--- config.mk ---
export PLATFORM = sky130hd
export DESIGN_NAME = eth_wrr_arbiter
export DESIGN_NICKNAME = d
export VERILOG_FILES = /design/src/rtl/eth_arb_pkg.sv /design/src/rtl/rr_prio_select.sv /design/src/rtl/eth_wrr_arbiter.sv
export SDC_FILE = /design/constraint.sdc
export NUM_CORES = 1
export LEC_CHECK = 0
export CAP_MARGIN = 20
export CORE_MARGIN = 4
export CORE_UTILIZATION = 50
export CTS_BUF_LIST = sky130_fd_sc_hd__clkbuf_4 sky130_fd_sc_hd__clkbuf_8
export DETAILED_ROUTE_END_ITERATION = 7
export GPL_TIMING_DRIVEN = 0
export PLACE_DENSITY = 0.78
export SYNTH_ARGS = -nofsm -noshare
export SYNTH_HDL_FRONTEND = slang
export SYNTH_SLANG_ARGS = --single-unit
export TNS_END_PERCENT = 30
--- constraint.sdc ---
create_clock -name clk -period 3.6 [get_ports clk]
set_input_delay 0.54 -clock clk [delete_from_list [all_inputs] [get_ports clk]]
set_output_delay 0.54 -clock clk [all_outputs]
set_load 0.03 [all_outputs]
--- src/rtl/eth_arb_pkg.sv ---
// Shared definitions for the Ethernet frame arbiters: FSM state encoding and
// the width of the completed-frame counter.
package eth_arb_pkg;

   typedef enum logic {
      ARB_IDLE = 1'b0,
      ARB_BUSY = 1'b1
   } arb_state_e;

   localparam int FRAME_CNT_W = 16;

endpackage : eth_arb_pkg

--- src/rtl/rr_prio_select.sv ---
// Cyclic priority search: returns the first set mask bit at or after ptr+1,
// wrapping round so that ptr itself is considered last.
module rr_prio_select #(
   parameter int PORTS    = 4,
   parameter int CL_PORTS = $clog2(PORTS)
) (
   input  logic [PORTS-1:0]    i_mask,
   input  logic [CL_PORTS-1:0] i_ptr,
   output logic                o_found,
   output logic [CL_PORTS-1:0] o_index
);

   localparam logic [CL_PORTS:0] PORTS_W = (CL_PORTS+1)'(PORTS);

   logic [CL_PORTS:0]   w_shift;
   logic [PORTS-1:0]    w_rot;
   logic [CL_PORTS-1:0] w_k;
   logic [CL_PORTS:0]   w_sum;

   // Doubling the mask turns the cyclic rotate into a plain right shift.
   assign w_shift = {1'b0, i_ptr} + {{CL_PORTS{1'b0}}, 1'b1};
   assign w_rot   = PORTS'({i_mask, i_mask} >> w_shift);

   always_comb begin
      // NOTE: every output gets a default first so no path leaves it unassigned (no latch).
      o_found = 1'b0;
      w_k     = '0;
      for (int i = PORTS-1; i >= 0; i--) begin
         if (w_rot[i]) begin
            o_found = 1'b1;
            w_k     = CL_PORTS'(i);
         end
      end
      w_sum = {1'b0, w_k} + w_shift;
      if (w_sum >= PORTS_W) o_index = CL_PORTS'(w_sum - PORTS_W);
      else                  o_index = w_sum[CL_PORTS-1:0];
   end

endmodule : rr_prio_select

--- src/rtl/eth_wrr_arbiter.sv ---
// Frame-level weighted round-robin arbiter: a port keeps the grant for up to
// weight[i] consecutive frames before the grant rotates to the next requester.
module eth_wrr_arbiter
   import eth_arb_pkg::*;
#(
   parameter int PORTS        = 4,
   parameter int WEIGHT_WIDTH = 4,
   parameter int CL_PORTS     = $clog2(PORTS)
) (
   input  logic                          clk,
   input  logic                          rst,
   input  logic [PORTS-1:0]              request,
   input  logic [PORTS-1:0]              acknowledge,
   input  logic [PORTS*WEIGHT_WIDTH-1:0] cfg_weight,
   input  logic                          cfg_update,
   output logic [PORTS-1:0]              grant,
   output logic                          grant_valid,
   output logic [CL_PORTS-1:0]           grant_encoded,
   output logic [FRAME_CNT_W-1:0]        frames_granted
);

   localparam logic [PORTS-1:0]        ONE_HOT0   = PORTS'(1);
   localparam logic [WEIGHT_WIDTH-1:0] WEIGHT_RST = WEIGHT_WIDTH'(1);

   arb_state_e              r_state;
   logic [WEIGHT_WIDTH-1:0] r_weight [PORTS];
   logic [WEIGHT_WIDTH-1:0] r_credit [PORTS];
   logic [CL_PORTS-1:0]     r_ptr;
   logic [PORTS-1:0]        r_grant;
   logic                    r_grant_valid;
   logic [CL_PORTS-1:0]     r_grant_encoded;
   logic [FRAME_CNT_W-1:0]  r_frames;

   logic [PORTS-1:0]        w_cand;
   logic                    w_stay;
   logic                    w_found;
   logic [CL_PORTS-1:0]     w_idx;
   logic                    w_ack;

   // A zero-weight port is disabled: it never enters the rotate search.
   always_comb begin
      w_cand = '0;
      for (int i = 0; i < PORTS; i++) begin
         w_cand[i] = request[i] && (r_weight[i] != '0);
      end
   end

   assign w_stay = request[r_ptr] && (r_weight[r_ptr] != '0) && (r_credit[r_ptr] != '0);
   assign w_ack  = |(acknowledge & r_grant);

   rr_prio_select #(
      .PORTS    (PORTS),
      .CL_PORTS (CL_PORTS)
   ) u_prio (
      .i_mask  (w_cand),
      .i_ptr   (r_ptr),
      .o_found (w_found),
      .o_index (w_idx)
   );

   // NOTE: all state here is sequential, so it is written with non-blocking assignments only.
   always_ff @(posedge clk) begin
      if (rst) begin
         r_state         <= ARB_IDLE;
         // NOTE: weights and credits are a handful of flops whose reset value is functional, so they are reset.
         for (int i = 0; i < PORTS; i++) begin
            r_weight[i] <= WEIGHT_RST;
            r_credit[i] <= '0;
         end
         r_ptr           <= CL_PORTS'(PORTS-1);
         r_grant         <= '0;
         r_grant_valid   <= 1'b0;
         r_grant_encoded <= '0;
         r_frames        <= '0;
      end else begin
         if (cfg_update) begin
            for (int i = 0; i < PORTS; i++) begin
               r_weight[i] <= cfg_weight[i*WEIGHT_WIDTH +: WEIGHT_WIDTH];
            end
         end

         case (r_state)
            ARB_IDLE: begin
               if (w_stay) begin
                  r_grant         <= ONE_HOT0 << r_ptr;
                  r_grant_encoded <= r_ptr;
                  r_grant_valid   <= 1'b1;
                  r_state         <= ARB_BUSY;
               end else if (w_found) begin
                  // Rotate-in reloads credit from the weight in force before any same-cycle update.
                  r_grant         <= ONE_HOT0 << w_idx;
                  r_grant_encoded <= w_idx;
                  r_grant_valid   <= 1'b1;
                  r_ptr           <= w_idx;
                  r_credit[w_idx] <= r_weight[w_idx];
                  r_state         <= ARB_BUSY;
               end
            end

            ARB_BUSY: begin
               if (w_ack) begin
                  if (r_credit[r_grant_encoded] != '0) begin
                     r_credit[r_grant_encoded] <= r_credit[r_grant_encoded] - WEIGHT_WIDTH'(1);
                  end
                  r_frames      <= r_frames + FRAME_CNT_W'(1);
                  r_grant       <= '0;
                  r_grant_valid <= 1'b0;
                  r_state       <= ARB_IDLE;
               end
            end

            default: r_state <= ARB_IDLE;
         endcase
      end
   end

   assign grant          = r_grant;
   assign grant_valid    = r_grant_valid;
   assign grant_encoded  = r_grant_encoded;
   assign frames_granted = r_frames;

endmodule : eth_wrr_arbiter
* After elaboration in Yosys (flattened, before gate mapping)
Memory sizes are Yosys's and may differ from the RTL's. A register that Yosys moved wholly into a read port is not among the register bits. Cells that the tools add are included.
Storage, ports and cells: flip-flop bits (word level) 26, bits in writable memories 32, output and inout bits 23, word-level logic and storage cells 103, memories 2
Operators by class: $add $sub $neg 5, order comparisons 2, equal/unequal tests 2, shift-type cells 3, muxes and demuxes 55, bitwise logic cells 7, reduce and logical (&&, ||, !) cells 21
Memory list:
- r_credit | depth 4, bits a word 4, read ports 2, clocked after memory_dff 2, wr ports 4, RTL line eth_wrr_arbiter.sv:27 | logic [WEIGHT_WIDTH-1:0] r_credit [PORTS];
- r_weight | depth 4, bits a word 4, read ports 6, clocked after memory_dff 1, wr ports 4, RTL line eth_wrr_arbiter.sv:26 | logic [WEIGHT_WIDTH-1:0] r_weight [PORTS];
Operators with widths (number):
- two-way mux 4 bit | 9
- two-way mux 2 bit | 15
- nonzero test 4 bit | 7
- two-way mux 1 bit | 27
- adder 16 x 1 -> 16 bit (second input constant) | 1
- OR reduction 4 bit | 3
- case mux 4 bit (2 select lines) | 1
- << shifter 1 x 2 -> 4 bit (first input constant) | 2
- >> shifter 8 x 3 -> 4 bit | 1
- logical AND 1 bit | 6
- AND reduction 2 bit | 3
- AND 4 bit | 1
- bitwise OR 1 bit | 4
- case mux 1 bit (2 select lines) | 2
- subtractor 4 x 1 -> 4 bit (second input constant) | 1
- adder 2 x 1 -> 3 bit (second input constant) | 1
- adder 2 x 3 -> 3 bit | 1
- >= comparator 3 bit (second input constant) | 1
- less-than comparator 2 x 3 -> 1 bit (second input constant) | 1
- inequality test 3 x 2 -> 1 bit (second input constant) | 1
- AND reduction 3 bit | 1
- binary-select mux 1 bit (select 2 bit) | 1
- inequality test 2 x 1 -> 1 bit (second input constant) | 1
- NOT 1 bit | 2
- 2 further kinds | 2

* Longest topological paths before layout
Gate-level depths: netlist of the first run.
word-level depth 15, gate-level depth with buffers 11, mapped depth without buffers 11

* Cells and area by module
Synthesis of the first run repeated with hierarchy kept, for this count alone.
Second synthesis, totals: cell total of the unflattened synthesis 312, area total of the unflattened synthesis 3268.1 um2
By module, submodules not included:
- eth_wrr_arbiter | instances 1, cells each 286, area each 3093.0 um2, seq. area each 1561.5 um2
- rr_prio_select | instances 1, cells each 26, area each 175.2 um2, seq. area each 0.0 um2

* Worst setup path after synthesis of the first run
OpenSTA, ideal clock, no wires.
path type register to register, from memory r_weight[1][0], to memory r_credit[0][0], enable pin, arrival 3.159 ns, data required time 3.302 ns, path slack 0.143 ns, cell stages (with the launch flop) 11, path buffers 1, period minus slack after synthesis 3.457 ns, cell sequence edfxtp_1 -> o41ai_1 -> or2b_1 -> nand2b_1 -> o221ai_1 -> a21oi_1 -> ha_1 -> clkbuf_1 -> or4b_2 -> o32ai_1 -> or2_2
RTL lines (RTL line):
- start: declaration | eth_wrr_arbiter.sv:26
- end: declaration | eth_wrr_arbiter.sv:27

==> load_flow_metrics.sql, run 1 <==
INSERT INTO impl_metrics (metric_group, metric, value, unit) VALUES
('clocking', 'root_buffer', 'sky130_fd_sc_hd__clkbuf_8', ''),
('die', 'floorplan.initialDensity', '52.52', '%'),
('timing', 'max_freq', '292.7', 'MHz'),
('clocking', 'tritoncts', 'done', ''),
('logic_synthesis', 'mappedNetlistArea', '0.003183', 'mm^2'),
('drt', 'drc_errors', '0', ''),
('drt', 'iteration_0_drc_count_of_the_detailed_router', '209', ''),
('pwr', 'design_power_total', '3.054', 'mW'),
('die', 'placement_rows', '28', ''),
('timing', 'slew_violations', '0', ''),
('clocking', 'numCtsBuffers', '9', ''),
('die', 'ioPinCount', '50', ''),
('logic_synthesis', 'synth_area_per_cell', '11.05', 'um^2'),
('worst_setup_path', 'slowest_stage', 'sky130_fd_sc_hd__mux4_2', ''),
('min_path', 'min_path_type', 'flip-flop to flip-flop', ''),
('finish', 'sequential_cell_area', '0.001562', 'mm^2'),
('timing', 'min_period_over_period', '94.91', '%'),
('place', 'dpl.cell_count', '412', ''),
('timing', 'final.min_clock_period', '3.417', 'ns'),
('timing', 'slew-limit-headroom', '52.50', '%'),
('worst_setup_path', 'crit_path_max_incr_delay', '0.63', 'ns'),
('logic_synthesis', 'synth-edff-count', '32', ''),
('drt', 'first_pass_iters', '4', ''),
('finish', 'area.growth.synth_to_final', '29.17', '%'),
('place', 'place_area', '0.003767', 'mm^2'),
('logic_synthesis', 'ys_ff_latch', '62', ''),
('place', 'buffer_ports.inserted', '49', ''),
('global_routing', 'met3_track_demand_over_resource', '5.080', '%'),
('finish', 'final_layout_size_suffix_gt1_share', '12.99', '%'),
('worst_setup_path', 'cp_class', 'flip-flop to flip-flop', ''),
('logic_synthesis', 'post_synth_inst_count', '288', ''),
('finish', 'multi_input_area', '0.001682', 'mm^2'),
('timing', 'final-setup-viol-count', '0', ''),
('timing', 'final.setup_skew', '0.006461', 'ns'),
('finish', 'n_antenna_cell', '0', ''),
('worst_setup_path', 'worstRegToRegCells', '9', ''),
('place', 'globalplace.congestion', '0.8865', ''),
('logic_synthesis', 'net_count_of_the_mapped_netlist', '318', ''),
('finish', 'final_cell_area', '0.004111', 'mm^2'),
('drt', 'antenna_left', '0', ''),
('clocking', 'insertion_delay_of_the_later_clocked_pin_in_the_worst_skew_pair', '0.34', 'ns'),
('finish', 'final_cells', '429', ''),
('worst_setup_path', 'worst-endpoint-required', '3.69', 'ns'),
('global_routing', 'grtUsageMet1', '23.83', '%'),
('worst_setup_path', 'timing.critical_path.arrival', '3.51', 'ns'),
('clocking', 'htree_num_levels', '3', ''),
('clocking', 'clk_path_buf_depth', '2', ''),
('worst_setup_path', 'cp_cell_sequence', 'o41ai_4 > or2b_1 > nand4_1 > o221ai_1 > a21oi_1 > ha_4 > xor2_4 > mux4_2 > a32o_1', ''),
('worst_setup_path', 'crit_start_category', 'flip-flop', ''),
('die', 'coreArea', '0.006061', 'mm^2'),
('finish', 'fillCellCount', '459', ''),
('finish', 'leading_cell_type_in_the_layout_fill_and_taps_excluded', 'sky130_fd_sc_hd__clkdlybuf4s50_1', ''),
('global_routing', 'first_global_vias', '2546', ''),
('global_routing', 'grt_most_used_layer', 'met2', ''),
('finish', 'finalNetCount', '379', ''),
('timing', 'transition_time_at_the_pin_with_the_least_slew_margin', '0.7060', 'ns'),
('drt', 'routed_wl', '7518', 'um'),
('drt', 'wl_per_cell', '17.52', 'um'),
('pwr', 'power_density', '742.7', 'mW/mm^2'),
('drt', 'vias', '2566', ''),
('global_routing', 'global_route.usage.met2', '37.81', '%'),
('worst_setup_path', 'timing.critical_path.max_delay_family', 'compound AO/OA/AOI/OAI gates', ''),
('global_routing', 'antenna_found_initial', '0', ''),
('die', 'floorplan.die.width', '87.79', 'um'),
('pwr', 'worst_ir_drop_vdd', '424.1', 'uV'),
('global_routing', 'grt_start_max_net_pins', '17', ''),
('timing', 'hold_viol_final', '0', ''),
('global_routing', 'track_usage', '20.85', '%'),
('finish', 'layout_common_cells', 'sky130_fd_sc_hd__clkdlybuf4s50_1, sky130_fd_sc_hd__nor2_1, sky130_fd_sc_hd__edfxtp_1', ''),
('run_status', 'result_of_the_run', 'completed', ''),
('clocking', 'cts_num_sinks', '62', '');
path summary, 6_finish.rpt:
path | endpoint | slack, ns | startpoint
setup / recovery | r_credit[1][1] | 0.18 | r_weight[1][0]
hold / removal | grant_valid | 0.49 | grant_valid
setup reg to reg | r_credit[1][1] | 0.18 | r_weight[1][0]
hold reg to reg | grant_valid | 0.49 | grant_valid
report_power, final:
group | switching (mW) | total [mW] | internal [mW]
combinational | 0.737 | 1.31 | 0.575
sequential | 0.142 | 1.05 | 0.912
clock | 0.266 | 0.688 | 0.422
synth_stat cells, types with 2 or more instances:
| cell type | count | share of area (%) |
|---|---|---|
| sky130_fd_sc_hd__edfxtp_1 | 32 | 30 |
| sky130_fd_sc_hd__nor2_1 | 32 | 3.8 |
| sky130_fd_sc_hd__dfxtp_1 | 30 | 19 |
| sky130_fd_sc_hd__nand2_1 | 13 | 1.5 |
| sky130_fd_sc_hd__nand2b_1 | 13 | 2.6 |
| sky130_fd_sc_hd__and2_1 | 12 | 2.4 |
| sky130_fd_sc_hd__a22o_1 | 10 | 2.8 |
| sky130_fd_sc_hd__xor2_1 | 10 | 2.8 |
| sky130_fd_sc_hd__nand3_1 | 9 | 1.4 |
| sky130_fd_sc_hd__nor4_1 | 9 | 1.8 |
| sky130_fd_sc_hd__clkbuf_1 | 8 | 0.94 |
| sky130_fd_sc_hd__mux4_2 | 8 | 5.7 |
| sky130_fd_sc_hd__nor3_1 | 8 | 1.3 |
| sky130_fd_sc_hd__xnor2_1 | 8 | 2.2 |
| sky130_fd_sc_hd__a211o_1 | 6 | 1.7 |
| sky130_fd_sc_hd__a21oi_1 | 6 | 0.94 |
| sky130_fd_sc_hd__a211oi_1 | 5 | 1.2 |
| sky130_fd_sc_hd__a21o_1 | 5 | 1.2 |
| sky130_fd_sc_hd__a32o_1 | 4 | 1.3 |
| sky130_fd_sc_hd__inv_1 | 4 | 0.47 |
| sky130_fd_sc_hd__nor2b_1 | 4 | 0.79 |
| sky130_fd_sc_hd__o32ai_1 | 4 | 1.1 |
| sky130_fd_sc_hd__or2_2 | 4 | 0.79 |
| sky130_fd_sc_hd__and3_1 | 3 | 0.59 |
| sky130_fd_sc_hd__ha_1 | 3 | 1.2 |
| sky130_fd_sc_hd__mux2i_1 | 3 | 0.94 |
| sky130_fd_sc_hd__o21a_1 | 3 | 0.71 |
| sky130_fd_sc_hd__nand4_1 | 2 | 0.39 |
| sky130_fd_sc_hd__o2bb2ai_1 | 2 | 0.55 |
| sky130_fd_sc_hd__o31ai_1 | 2 | 0.47 |
| sky130_fd_sc_hd__o41a_1 | 2 | 0.71 |
| sky130_fd_sc_hd__o41ai_1 | 2 | 0.55 |
| sky130_fd_sc_hd__or3_1 | 2 | 0.39 |
what timing repair did:
| item | 4_1_cts | 5_1_grt |
|---|---|---|
| setup endpoints to repair | 28 | 32 |
| pin swaps | 0 | 1 |
| gates resized for setup | 8 | 7 |
| buffers inserted | 0 | 2 |
routing by layer:
| metal | up-vias | part of all wire [%] | wire length, um |
|---|---|---|---|
| met2 | 94 | 53 | 4010 |
| met5 | - | 0 | 0 |
| met1 | 1238 | 39 | 2930 |
| li1 | 1225 | - | - |
| met4 | 0 | 1.3 | 99 |
| met3 | 9 | 6.3 | 477 |
state kept, by name, summed over array words and instances (netlist names), named ones only:
| name | count |
|---|---|
| frames_granted | 16 |
| grant | 4 |
| grant_encoded | 2 |
| grant_valid | 1 |
| r_credit | 16 |
| r_ptr | 2 |
| r_state | 1 |
| r_weight | 16 |
cell families (layout without fill, tap and decap cells):
family / after synthesis / count (layout) / share of synthesized area (%)
AOI/OAI and AO/OA: 64 / 64 / 16.79
and+or+nand+nor: 115 / 115 / 18.63
buffers and inverters: 13 / 79 / 1.572
xor gates and xnor gates: 19 / 19 / 5.818
adders and majority gates: 3 / 3 / 1.179
DFF: 62 / 62 / 49.06
muxes: 12 / 12 / 6.957
stage by stage:
| stage | hold WS (ns) | setup slack (ns) | setup TNS, ns |
|---|---|---|---|
| 5_1_grt | 0.5063 | -0.01031 | -0.02038 |
| 2_1_floorplan | 0.5002 | 0.1432 | 0 |
| 4_1_cts | 0.4890 | 0.01311 | 0 |
| 3_3_place_gp | 0.4760 | -0.4417 | -7.148 |
| 3_5_place_dp | 0.4742 | -0.5191 | -9.115 |
| 6_report | 0.4863 | 0.1834 | 0 |
layout make-up:
cell class,count,area share (%)
multi-input combinational,213,40.90
timing repair buffer,51,12.29
sequential,62,37.98
inverter,4,0.3652
clock inverter,4,1.704
clock buffer,12,3.713
tap,75,2.282
buffer,8,0.7608
(Power assumes the default switching activity.)
==> inputs of run 2 (changes only) <==
--- a/config.mk
+++ b/config.mk
@@ -5,7 +5,6 @@
 export SDC_FILE = /design/constraint.sdc
 export NUM_CORES = 1
 export LEC_CHECK = 0
-export CAP_MARGIN = 20
 export CORE_MARGIN = 4
 export CORE_UTILIZATION = 50
 export CTS_BUF_LIST = sky130_fd_sc_hd__clkbuf_4 sky130_fd_sc_hd__clkbuf_8
==> results of run 2 <==
No change in the layout: final DEF, timing and power equal those of run 1.
==> inputs of run 3 (changes only) <==
--- a/config.mk
+++ b/config.mk
@@ -9,6 +9,7 @@
 export CORE_UTILIZATION = 50
 export CTS_BUF_LIST = sky130_fd_sc_hd__clkbuf_4 sky130_fd_sc_hd__clkbuf_8
 export DETAILED_ROUTE_END_ITERATION = 7
+export GPL_ROUTABILITY_DRIVEN = 0
 export GPL_TIMING_DRIVEN = 0
 export PLACE_DENSITY = 0.78
 export SYNTH_ARGS = -nofsm -noshare
==> results of run 3 <==
No change in the layout: final DEF, timing and power equal those of run 1.
==> RTL change 1: new RTL, flow settings as in run 3 <==
Make the reset (`rst`) asynchronous in one clocked block.
--- a/src/rtl/eth_wrr_arbiter.sv
+++ b/src/rtl/eth_wrr_arbiter.sv
@@ -59,7 +59,7 @@
    );
 
    // NOTE: all state here is sequential, so it is written with non-blocking assignments only.
-   always_ff @(posedge clk) begin
+   always_ff @(posedge clk or posedge rst) begin
       if (rst) begin
          r_state         <= ARB_IDLE;
          // NOTE: weights and credits are a handful of flops whose reset value is functional, so they are reset.
Behaviour: differs if rst is asserted again (counterexample within 4 cycles, from zero or initial values and one cycle with rst high); with rst held inactive, the same outputs for 4 cycles.
==> RTL change 1 against run 3 <==
  * Critical path type unchanged
  * The flow now finishes with violations (DRC)
  * Setup slack improved by 0.13 ns
  * Area after synthesis rose by 11%
  * Cell area grew 7.7%
  * First-iteration DRC count increased by 76%
  * Total power up 18%
  * Wire length grew 21%
  * Critical path depth unchanged
  * Sequential cell count fell by 4
==> RTL change 1: results (changes against run 3) <==
metric,value,unit,change
worstPathArrival,3.48,ns,-0.03 ns
setup_skew,0.0100,ns,+0.00359 ns
worstHoldEndpoint,frames_granted[15]$_DFFE_PP0P_,,
regToRegEndpoint,r_credit[12]$_DFFE_PP0P_,,
async_reset_ff_frac,1.00,,+1.00
worst-r2r-setup-slack,0.31,ns,+0.13 ns
final_layout_size_suffix_gt1_frac,0.208,,+0.0776
drt_wl_total,9.11,mm,+21%
synth_cell_type_count,68,,+28%
leakagePower,1.71,nW,+14%
cpPeakStageDelay,0.55,ns,-0.08 ns
drc,1,,+1
port-buffer-count,48,,-2.0%
synth_commonest_cells,"52 x sky130_fd_sc_hd__dfrtp_1, 34 x sky130_fd_sc_hd__o21ai_0, 23 x sky130_fd_sc_hd__nor2_1",,
synth_ff_type,sky130_fd_sc_hd__dfrtp_1,,
hp-start,frames_granted[15]$_DFFE_PP0P_,,
synth.yosys.seq_area_share,0.412,,-0.0790
synth.net_count,366,,+15%
drt_first_pass_iters,8,,+4
synthesis.area_per_instance,10.6,sq um,-4.3%
power.ir.vdd_worst,0.000506,V,+19%
placed_cell_area,4170,sq um,+11%
failed_checks,DRC,,
critical_path_peak_fanout,6,,-2
worst_reg2reg_path_startpoint,r_weight[11]$_DFFE_PP0P_,,
grt_max_degree,41,,+24
status,finished with violations,,
dr.first_iter.drc_count,367,,+76%
nets,426,,+12%
final_cell_area,4430,sq um,+7.7%
RTL change 1: cell count changes after synthesis, sizes merged, moves of 7 or more:
cell | before | now
dfrtp | 0 | 52
o221ai | 1 | 14
nor2 | 32 | 23
dfxtp | 30 | 0
o21ai | 2 | 35
inv | 4 | 22
a22o | 10 | 0
o211ai | 0 | 8
and2 | 12 | 2
nor4 | 9 | 2
nand2b | 13 | 1
mux2 | 1 | 17
edfxtp | 32 | 0
RTL change 1: through the flow:
step	worst slack [ns]	util	cells
after global placement	0.0512	0.607	479
after global routing	0.111	0.648	496
after detailed placement	-0.133	0.610	480
final	0.315	0.648	496
after CTS	0.122	0.647	496
after floorplan	0.784	-	335
RTL change 1: report_power, final:
| group | internal (mW) | total (mW) | switching [mW] |
|---|---|---|---|
| Clock | 0.495 | 0.762 | 0.267 |
| Sequential | 0.847 | 1.03 | 0.181 |
| Combinational | 0.723 | 1.83 | 1.10 |
| Total | 2.07 | 3.62 | 1.55 |
RTL change 1: cell families after synthesis:
logic type	share of synthesized area
compound gates	0.280
buf+inv	0.0452
simple gates	0.120
mux	0.0851
xor+xnor	0.0445
flops	0.412
fa+ha+maj	0.0141
RTL change 1: what timing repair did:
action	4_1_cts	5_1_grt
hold buffers	0	0
resized for setup	0	2
setup endpoints to repair	0	5
RTL change 1: final cells by class:
type	instances	area, sq um
Inverter	22	82.6
Clock buffer	11	151
Tap cell	96	120
Sequential cell	58	1460
Buffer	15	77.6
Timing Repair Buffer	49	500
Clock inverter	5	100
Fill cell	560	2400
Multi-Input combinational cell	240	1940
RTL change 1: per-layer routing:
metal / GRT usage / vias up / share of wire
met2: 0.361 / 151 / 0.49
met1: 0.302 / 1486 / 0.41
li1: - / 1397 / -
met5: 0 / - / 0
met4: 0.0780 / 0 / 0.030
met3: 0.0558 / 41 / 0.071
==> RTL change 2: new RTL, config.mk and constraints of run 3 <==
Without the edit above. Change the parameter `WEIGHT_WIDTH` from 4 to 6.
--- a/src/rtl/eth_wrr_arbiter.sv
+++ b/src/rtl/eth_wrr_arbiter.sv
@@ -4,7 +4,7 @@
    import eth_arb_pkg::*;
 #(
    parameter int PORTS        = 4,
-   parameter int WEIGHT_WIDTH = 4,
+   parameter int WEIGHT_WIDTH = 6,
    parameter int CL_PORTS     = $clog2(PORTS)
 ) (
    input  logic                          clk,
Interface: changed (resized cfg_weight); port bits go from 50 to 58. No check against the original RTL was run, so the function may have changed too.
==> RTL change 2 against run 3 <==
  * The run now ends with setup timing left
  * Cell area is 28% higher
  * Sequential cell count grew 16
  * Synthesized cell count grew 33%
  * Total power is 22% higher
  * Setup slack worse by 0.43 ns
  * Wire length up 39%
  * Area after synthesis up 29%
  * Non-clock buffer count rose by 25
  * Global-route usage rose by 0.17 points
  * Fmax shrank 11%
==> RTL change 2: results (changes against run 3) <==
metric,value,unit,change
worst-r2r-cell-count,15,,+6
met3_layer_usage_reported_by_global_route,0.0333,,-0.0175
global_route.usage.met1,0.276,,+0.0373
count_of_sequential_standard_cells,78,,+26%
drt_first_pass_iters,5,,+1
core_region,7850,sq um,+29%
multi_input_comb_area,2130,sq um,+27%
clk_share,0.0413,,-0.0129
layout_setup_ws,-0.245,ns,-0.428 ns
critPathTopFamily,simple AND/OR/NAND/NOR gates,,
grt_pass1_wl,16.3,mm,+33%
detailroute.wirelength.met2,5.23,mm,+30%
drt_wl_total,10.4,mm,+39%
worstPathArrival,3.91,ns,+0.40 ns
num-nonclk-inverters,5,,+1
fillers,609,,+33%
signal_buffer_area_fraction,0.139,,+0.00833
insertion_delay,0.36,ns,+0.02 ns
crit_end,r_credit[1][0]$_SDFFCE_PN0P_,,
globalRouteTotalUtil,0.210,,+0.00172
swShare,0.380,,+0.00498
status,finished with violations,,
post_route_m1_wl,4.37,mm,+49%
buffers_excl_clock,84,,+42%
grt_pass1_vias,3331,,+31%
final_layout_size_suffix_gt1_frac,0.174,,+0.0443
stdcell_count,567,,+32%
cpPeakStageDelay,0.55,ns,-0.08 ns
seq_power,1.28,mW,+22%
finalSetupViolCount,53,,+53
clock_power_share,0.193,,-0.032
synth.net_count,422,,+33%
sum_neg_setup_slack,-9.26,ns,-9.26 ns
worst-r2r-setup-slack,-0.24,ns,-0.43 ns
post-place-cells,542,,+32%
dr.first_iter.drc_count,211,,+0.96%
grtUsageMet2,0.350,,-0.0281
post-dp-hpwl,7.58,mm,+38%
power.ir.vdd_worst,0.000341,V,-20%
pnr_total_power,3.73,mW,+22%
leakagePower,1.85,nW,+23%
critical_path_peak_fanout,7,,-1
failed_checks,setup timing,,
setup_skew,0.0102,ns,+0.00371 ns
port-buffer-count,57,,+16%
worst_setup_slack_after_placement,-0.860,ns,-0.341 ns
-- RTL change 2: cell count changes after synthesis, moves of 6 or more --
cell	change
sky130_fd_sc_hd__a22o_1	-7
sky130_fd_sc_hd__and2_1	+10
sky130_fd_sc_hd__nand4_1	+13
sky130_fd_sc_hd__a211o_1	-6
sky130_fd_sc_hd__edfxtp_1	+16
sky130_fd_sc_hd__or3_1	+6
sky130_fd_sc_hd__a31oi_1	+15
sky130_fd_sc_hd__clkbuf_1	+8
sky130_fd_sc_hd__o31ai_1	+10
sky130_fd_sc_hd__nand2_1	+15
sky130_fd_sc_hd__a21bo_2	+10
sky130_fd_sc_hd__a21oi_1	+8
-- RTL change 2: cell families after synthesis --
logic type | count (synthesis) | share of synthesized area
compound gates | 87 | 0.163
xor+xnor | 16 | 0.0342
fa+ha+maj | 5 | 0.0147
buf+inv | 23 | 0.0229
flops | 78 | 0.499
mux | 15 | 0.0584
simple gates | 159 | 0.209
